## src/rtl/joy_ser_pkg.sv

```systemverilog
// Shared types and the slot ordering for the two-player serial joystick transmitter.
package joy_ser_pkg;

  localparam int NUM_SLOTS = 24;
  localparam int SLOT_W    = $clog2(NUM_SLOTS);

  typedef enum logic [1:0] {
    IDLE,
    LOAD,
    SHIFT,
    DONE
  } state_t;

  // Bit n of the result is the button sent in slot n (MSB = slot 23).
  function automatic logic [NUM_SLOTS-1:0] slot_map(input logic [11:0] j1,
                                                    input logic [11:0] j2);
    return {j1[7], j1[9], j1[11], j1[10],
            j2[7], j2[9], j2[11], j2[10],
            j2[0], j2[1], j2[2],  j2[3], j2[4], j2[5], j2[6], j2[8],
            j1[0], j1[1], j1[2],  j1[3], j1[4], j1[5], j1[6], j1[8]};
  endfunction

endpackage

```

## src/rtl/joy_ser_sync.sv

```systemverilog
// Two-flop synchronizer with an edge-detect stage; resets to the idle-high level.
module joy_sync
  import joy_ser_pkg::*;
(
  input  logic clk12,
  input  logic pll_lckd,
  input  logic d,
  output logic q,
  output logic rise,
  output logic fall
);

  logic meta;
  logic sync;
  logic prev;

  always_ff @(posedge clk12 or negedge pll_lckd) begin
    if (!pll_lckd) begin
      meta <= 1'b1;
      sync <= 1'b1;
      prev <= 1'b1;
    end else begin
      // NOTE: non-blocking assignments keep each flop sampling the previous stage's old value.
      meta <= d;
      sync <= meta;
      prev <= sync;
    end
  end

  assign q    = sync;
  assign rise = sync & ~prev;
  assign fall = ~sync & prev;

endmodule

```

## src/rtl/joy_serializer.sv

```systemverilog
// Device-side transmitter for the serial joystick link: captures both players and shifts 24 slots.
// Define JOYSER_CASCADE_EN to add ser_in, which fills slots 24+ so two units can daisy-chain.
module joy_serializer
  import joy_ser_pkg::*;
#(
  parameter int LEAD_EDGES = 1
) (
  input  logic        clk12,
  input  logic        pll_lckd,
  input  logic [11:0] joy1_in,
  input  logic [11:0] joy2_in,
  input  logic        joy_clk,
  input  logic        joy_load,
`ifdef JOYSER_CASCADE_EN
  input  logic        ser_in,
`endif
  output logic        joy_data,
  output logic        busy,
  output logic        frame_done
);

  localparam int FCNT_W = $clog2(LEAD_EDGES + NUM_SLOTS + 1);
  localparam logic [FCNT_W-1:0] SLOT_FIRST = FCNT_W'(LEAD_EDGES);
  localparam logic [FCNT_W-1:0] SLOT_LAST  = FCNT_W'(LEAD_EDGES + NUM_SLOTS - 1);
  localparam logic [FCNT_W-1:0] SLOT_END   = FCNT_W'(LEAD_EDGES + NUM_SLOTS);

  state_t                 state, state_next;
  logic [FCNT_W-1:0]      fcnt, fcnt_next, fcnt_inc;
  logic [NUM_SLOTS-1:0]   shadow, shadow_next;
  logic [SLOT_W-1:0]      slot_idx;
  logic                   data_next;
  logic                   done_next;

  logic clk_lvl, clk_rise, clk_fall;
  logic load_lvl, load_rise, load_fall;

  joy_sync u_clk_sync (
    .clk12    (clk12),
    .pll_lckd (pll_lckd),
    .d        (joy_clk),
    .q        (clk_lvl),
    .rise     (clk_rise),
    .fall     (clk_fall)
  );

  joy_sync u_load_sync (
    .clk12    (clk12),
    .pll_lckd (pll_lckd),
    .d        (joy_load),
    .q        (load_lvl),
    .rise     (load_rise),
    .fall     (load_fall)
  );

  logic unused_sync;
  assign unused_sync = ^{clk_lvl, clk_rise, load_fall};

`ifdef JOYSER_CASCADE_EN
  logic ser_lvl, ser_rise, ser_fall;

  joy_sync u_ser_sync (
    .clk12    (clk12),
    .pll_lckd (pll_lckd),
    .d        (ser_in),
    .q        (ser_lvl),
    .rise     (ser_rise),
    .fall     (ser_fall)
  );

  logic unused_ser;
  assign unused_ser = ^{ser_rise, ser_fall};

  // A chained frame runs past slot 23, so the counter free-runs.
  assign fcnt_inc = fcnt + FCNT_W'(1);
`else
  assign fcnt_inc = (fcnt == SLOT_END) ? fcnt : fcnt + FCNT_W'(1);
`endif

  always_comb begin
    // NOTE: every signal written here gets a default first, so no latch can be inferred.
    state_next  = state;
    fcnt_next   = fcnt;
    shadow_next = shadow;
    done_next   = 1'b0;

    // The button pins are asynchronous; the shadow register is their capture stage.
    if (state == LOAD) shadow_next = slot_map(joy1_in, joy2_in);

    if (!load_lvl) begin
      // Load has priority over everything, including a clock edge in the same cycle.
      state_next = LOAD;
      fcnt_next  = '0;
    end else begin
      unique case (state)
        LOAD: begin
          if (load_rise) begin
            state_next = SHIFT;
            fcnt_next  = '0;
          end
        end
        SHIFT: begin
          if (clk_fall) begin
            fcnt_next = fcnt_inc;
            if (fcnt == SLOT_LAST) begin
              done_next = 1'b1;
`ifndef JOYSER_CASCADE_EN
              state_next = DONE;
`endif
            end
          end
        end
        default: ;
      endcase
    end

    slot_idx  = SLOT_W'(fcnt_next - SLOT_FIRST);
    data_next = 1'b1;
    if (state_next == SHIFT) begin
      if (fcnt_next >= SLOT_FIRST && fcnt_next < SLOT_END) begin
        data_next = shadow_next[slot_idx];
      end
`ifdef JOYSER_CASCADE_EN
      else if (fcnt_next >= SLOT_END) begin
        data_next = ser_lvl;
      end
`endif
    end
  end

  // Outputs are registered from next-state values so joy_data never glitches toward the host.
  always_ff @(posedge clk12 or negedge pll_lckd) begin
    if (!pll_lckd) begin
      state      <= IDLE;
      fcnt       <= '0;
      // NOTE: the shadow is a plain register bank, so it is reset to the released-button pattern.
      shadow     <= '1;
      joy_data   <= 1'b1;
      busy       <= 1'b0;
      frame_done <= 1'b0;
    end else begin
      state      <= state_next;
      fcnt       <= fcnt_next;
      shadow     <= shadow_next;
      joy_data   <= data_next;
      busy       <= (state_next == SHIFT);
      frame_done <= done_next;
    end
  end

endmodule

```

## config.mk

```make
export PLATFORM = sky130hd
export DESIGN_NAME = joy_serializer
export DESIGN_NICKNAME = d
export VERILOG_FILES = /design/src/rtl/joy_ser_pkg.sv /design/src/rtl/joy_ser_sync.sv /design/src/rtl/joy_serializer.sv
export SDC_FILE = /design/constraint.sdc
export NUM_CORES = 1
export LEC_CHECK = 0
export ABC_AREA = 1
export BUFFER_PORTS_ARGS = -buffer_cell sky130_fd_sc_hd__buf_2
export CELL_PAD_IN_SITES_DETAIL_PLACEMENT = 1
export CELL_PAD_IN_SITES_GLOBAL_PLACEMENT = 2
export CORE_UTILIZATION = 37
export CTS_BUF_LIST = sky130_fd_sc_hd__clkbuf_2 sky130_fd_sc_hd__clkbuf_4 sky130_fd_sc_hd__clkbuf_8
export DETAILED_ROUTE_END_ITERATION = 10
export GPL_TIMING_DRIVEN = 0
export PLACE_DENSITY = 0.84
export SLEW_MARGIN = 20
export SYNTH_ARGS = -nofsm -noshare
export SYNTH_HDL_FRONTEND = slang
export SYNTH_SLANG_ARGS = --single-unit
```

## constraint.sdc

```tcl
create_clock -name clk12 -period 4.3 [get_ports clk12]
set_input_delay 1.075 -clock clk12 [delete_from_list [all_inputs] [get_ports clk12]]
set_output_delay 1.075 -clock clk12 [all_outputs]
set_load 0.01 [all_outputs]
```

[Word-level counts from Yosys, hierarchy flattened]
Index checks and enable logic that the tools add are counted.
Operators by class
  add/sub/neg operators: 2
  magnitude comparators: 3
  equal/unequal tests: 5
  mux-type cells: 19
  bitwise logic cells: 4
  reduce and logical (&&, ||, !) cells: 1
Operator list (number)
  $mux 24: 1
  $mux 5: 4
  $eq 5x5->1 const B: 2
  $pmux 5 s2: 1
  $mux 2: 4
  $mux 1: 7
  $lt 5x6->1 const B: 1
  $add 5x1->5 const B: 1
  $bmux 1 s5: 1
  $ge 5x1->1 const B: 1
  $lt 5x5->1 const B: 1
  $sub 5x1->5 const B: 1
  $eq 2x2->1 const B: 2
  $pmux 2 s2: 1
  $and 1x1->1: 2
  $eq 2x1->1 const B: 1
  $not 1->1: 2
  $logic_and 1x1->1: 1
Word-level totals
  bits in registers: 40
  input bits: 28
  output and inout bits: 3
  logic and storage cells: 46

[Longest topological paths before layout]
  depth in word-level cells: 10
  depth in mapped cells: 20
  depth with buffers taken out: 20

[Cells and area by module]
A second synthesis with hierarchy kept.
Unflattened totals
  cell total of the unflattened synthesis: 297
  area total of the unflattened synthesis: 2299.7 sq um
Modules (own cells, without submodules)
  joy_serializer: instances 1, cells each 283, area an instance 2112.0 sq um, sequential area each 882.1 sq um
  joy_sync: instances 2, cells each 7, area an instance 93.8 sq um, sequential area each 78.8 sq um

[Least setup slack after synthesis]
OpenSTA, ideal clock, no wires.
  path type: reg2reg
  start: reg state[0]
  end: reg joy_data
  setup time: 0.076 ns
  data arrival time: 2.272 ns
  path slack: 1.952 ns
  stages on the path, launching flop included: 18
  clock period less this slack: 2.348 ns
  cells stage by stage: dfrtp_1 > inv_1 > ha_1 > nor2_1 > nand3_2 > a21oi_4 > nand2_4 > buf_6 > inv_1 > ha_1 > inv_1 > nand3_1 > nand2_1 > nand2_1 > nand2_1 > nor2_1 > nor2_1 > nand2_1
On the way
  longest elaborated chain between the ends: 8
  elaborated cells on any way between the ends: 19
  those cells by class: add/sub (1); order compare (2); eq/ne (3); mux (12); reduce/logical (1)
Ends and longest elaborated chain
  start: declaration: line joy_serializer.sv:27  | state_t state, state_next;
  start signal: assignment: line joy_serializer.sv:141  | state <= state_next;
  $eq 2x2->1 / $eq 2x1->1 (equally long branches): line joy_serializer.sv:94  | unique case (state)
  $pmux 5 s2 *: line joy_serializer.sv:94
  $mux 5 *: line joy_serializer.sv:89  | if (!load_lvl) begin
  net fcnt_next[0]: line joy_serializer.sv:28  | logic [FCNT_W-1:0] fcnt, fcnt_next, fcnt_inc;
  $sub 5x1->5: line joy_serializer.sv:116  | slot_idx = SLOT_W'(fcnt_next - SLOT_FIRST);
  $bmux 1 s5: line joy_serializer.sv:120  | data_next = shadow_next[slot_idx];
  $mux 1 (not written as such): line joy_serializer.sv:120
  $mux 1 *: line joy_serializer.sv:119  | if (fcnt_next >= SLOT_FIRST && fcnt_next < SLOT_END) begin
  $mux 1 *: line joy_serializer.sv:118  | if (state_next == SHIFT) begin
  net data_next: line joy_serializer.sv:31  | logic data_next;
  end signal: assignment: line joy_serializer.sv:144  | joy_data <= data_next;
  end: declaration: line joy_serializer.sv:17  | output logic joy_data,
Mark *: on every way through the listed nets, which the timed path passes. The rest lies on a longest branch. The select of a mux whose other input is x is not followed.

[Final worst setup path]
Same ends and word-level chain as after synthesis.

==> qor.log <==
INFO  critical_path  crit-reg2reg-launch=state[0]
INFO  clock_network  root_buffer=clkbuf_8
INFO  yosys          async_flop_share=1.00
INFO  sta            final_max_slew_viol_count=0
INFO  sta            final.setup.tns=0ns
INFO  die            io_pins=31
INFO  critical_path  crit_arrival=3.00ns
INFO  global_routing met3_usage=0.0364
INFO  clock_network  clock_latency=0.30ns
INFO  route          drc=0
INFO  yosys          ys_types=25
INFO  yosys          synthDominantCellAreaShare=0.357
INFO  global_routing grt-ovfl-total=0
INFO  place          io_buffers=30
INFO  clock_network  cts_made_buffers=5
INFO  critical_path  r2r_end=joy_data
INFO  cells_and_area final_net_count=363
INFO  yosys          postSynthAreaPerCell=7.85um^2
INFO  sta            fin_crit_sh=0.646
INFO  critical_path  endpoint_kind=register
INFO  power_and_ir_drop comb_power_share=0.413
INFO  critical_path  timing.reg2reg.setup_slack=1.52ns
INFO  cells_and_area largest_register_ff_count=24
INFO  place          detailed_place_hpwl=4.19mm
INFO  route          detail_route.vias_per_cell=4.83
INFO  die            die_y=80.6um
INFO  die            die_width=80.6um
INFO  yosys          synth_flop_cell=dfstp_2
INFO  clock_network  postCtsSetupRepairBufs=0
INFO  power_and_ir_drop seq_power_share=0.388
INFO  power_and_ir_drop post-layout-total-power=1.66mW
INFO  clock_network  cts.reportedPaths.clkPinSlew=0.09ns
INFO  clock_network  ctsResizeCount=0
INFO  yosys          ys.warnings.count=0
INFO  run_status     status=finished clean
INFO  clock_network  cts_htree_levels=2
INFO  global_routing tot_gr_track_use=0.201
INFO  critical_path  criticalPathCategory=register to register
INFO  sta            finalHoldWorstSlack=0.360ns
INFO  yosys          synth_sequential_area_ratio=0.455
INFO  global_routing number_of_antenna_violations_at_the_first_check_in_global_routing=0
INFO  cells_and_area area_delta_synth_final=16.0%
INFO  power_and_ir_drop internal_power=1.02mW
INFO  cells_and_area final_core_utilization=0.445
INFO  min_path       min_path_type=register to register
INFO  sta            maxSlewHeadroom=0.394
INFO  power_and_ir_drop total_leakage_power=1.34nW
INFO  clock_network  clockBufferDepth=2
INFO  die            number_of_rows_created_at_floorplan=28
INFO  critical_path  timing.critical_path.fanout_max=10
INFO  critical_path  cpMaxStageDelayCell=ha_1
INFO  sta            grt_setup_unrepaired=false
INFO  clock_network  clock_sink_count=40
INFO  die            initial_utilization=0.384
INFO  yosys          netlist_area=0.00228mm^2
INFO  critical_path  timing.critical_path.mode_cell=nand2_1
INFO  global_routing grt_most_used_layer=met2
INFO  cells_and_area final-instance-count-excl-fill=404
INFO  critical_path  worst_path_largest_cell_delay=0.41ns
INFO  sta            layout_min_cycle_time=2.78ns
INFO  yosys          synthMostInstantiatedCell=nand2_1
INFO  power_and_ir_drop swShare=0.384
INFO  route          drt.antenna.violating_nets=0
INFO  clock_network  post_cts_hold_buffer_count=0
INFO  global_routing grt_pass1_wl=9.73mm
INFO  cells_and_area top_regs=shadow: 24 flops, fcnt: 5 flops, state: 2 flops
INFO  cells_and_area number_of_fillers_in_the_final_layout=767
INFO  yosys          synth_top_cell_by_area=dfstp_2
INFO  clock_network  tritoncts=done
INFO  min_path       min_path_cells=0
INFO  route          detail_route.wirelength=5.47mm
INFO  critical_path  crit_path_cell_trace=inv_1, ha_1, a21oi_4, nand2_1, nand2_1, nand2_2, nand2_4, buf_6, inv_1, ha_1, inv_1, nand3_1, nand2_1, nand2_1, nand2_1, nor2_1, nor2_1, nand2_1
INFO  critical_path  setup_crit_start_kind=register
INFO  route          drtPass1Iterations=4
INFO  global_routing first_global_vias=2091
INFO  sta            max_freq=0.360GHz
INFO  route          route.detailed.wl_per_inst=13.5um
INFO  route          vias=1951
INFO  critical_path  worst_setup_path_startpoint=state[0]
INFO  yosys          yosys-top-cells-area=dfstp_2 (36%), nand3_1 (11%), nand2_1 (11%)
INFO  global_routing grt_use_met2=0.366
INFO  yosys          post_synth_inst_count=291
INFO  sta            final-hold-violation-count=0
INFO  die            die_area=0.00649mm^2
INFO  critical_path  reg2regPathDepth=18
INFO  flow_run       cap_violations=0
INFO  power_and_ir_drop clock_power_share=0.199
INFO  global_routing grt_use_met1=0.232
INFO  power_and_ir_drop vdd_ir_drop_max=0.309mV
INFO  yosys          synthesis.nets=326
INFO  place          dp_cells=396
INFO  cells_and_area largest-register=shadow
INFO  sta            worst_pin_slew=0.909ns
INFO  sta            setup_viol=0
INFO  route          initialDrtViolationCount=39
INFO  critical_path  critical_path_required=4.53ns
INFO  min_path       timing.hold.worst_endpoint=u_clk_sync.q
INFO  die            core=0.00596mm^2
INFO  min_path       launch_instance_of_the_worst_min_delay_path=u_clk_sync.meta
INFO  cells_and_area drive_gt1_frac=0.325
INFO  yosys          netlist_top_cells_count=nand2_1 (67), nand3_1 (52), inv_1 (43)
INFO  yosys          synth_edf_count=0
INFO  sta            finClkSkew=0.0115ns
INFO  power_and_ir_drop powerDensity=626mW/mm^2
INFO  cells_and_area diodes=0
INFO  power_and_ir_drop p_switching=637uW
INFO  yosys          synth_seq_cells=40
INFO  global_routing grt_max_degree=41
INFO  place          finalWeightedCongestion=0.776
## cell families after synthesis
logic type      Yosys count  synth area share
simple gates            160             0.335
buf+inv                  55            0.0980
flops                    40             0.455
compound gates           29            0.0734
fa+ha+maj                 7            0.0383
## placed cells by master, fill, tap and decap left out, drive strengths merged, types with 6 or more instances in the layout
cell and instances:
nand3 53, o21ai 23, nor2 10, nand2 70, a21oi 6, buf 35
ha 7, or2 21, inv 46, dfrtp 9, dfstp 31, clkbuf 9
## power by group through the flow
stage          clock (mW)  sequential, mW  combinational (mW)
3_3_place_gp            0           0.645               0.693
4_1_cts             0.342           0.646               0.705
3_5_place_dp            0           0.653               0.700
2_1_floorplan           0           0.634               0.518
5_1_grt             0.361           0.662               0.804
6_report            0.330           0.644               0.684
## worst max-delay path by stage
stage / to / cells after the start
global placement: joy_data / 18
detailed placement: joy_data / 18
global route: joy_data / 18
floorplan: joy_data / 17
CTS: joy_data / 18
finish: joy_data / 18
## metal layers
metal  share of wire  wire [um]
met1            0.44       2410
met2            0.51       2820
met3           0.026        145
met4           0.018         99
met5               0          0
## cell type report
cell class	instances	area [um^2]	area share
timing repair buffer	30	150	0.0567
sequential	40	1040	0.392
tap	75	93.8	0.0354
clock inverter	2	38.8	0.0146
multi-input combinational	196	1020	0.385
inverter	47	176	0.0666
clock buffer	6	82.6	0.0312
buffer	8	47.5	0.0179
## per-stage QoR
step,setup slack (ns),area [um^2]
global route,1.16,2650
finish,1.52,2650
floorplan,1.95,2280
CTS,1.48,2650
detailed placement,1.52,2530
global placement,1.49,2530
## worst max-delay path: cells and delay by family, from the launching register on
family,cells,cell delay (ns)
AO/OA/AOI/OAI,1,0.19
adder cells (fa/ha/maj),2,0.79
buffers and inverters,4,0.47
flip-flops,1,0.39
AND/OR/NAND/NOR,11,0.86
(Power assumes the default switching activity.)
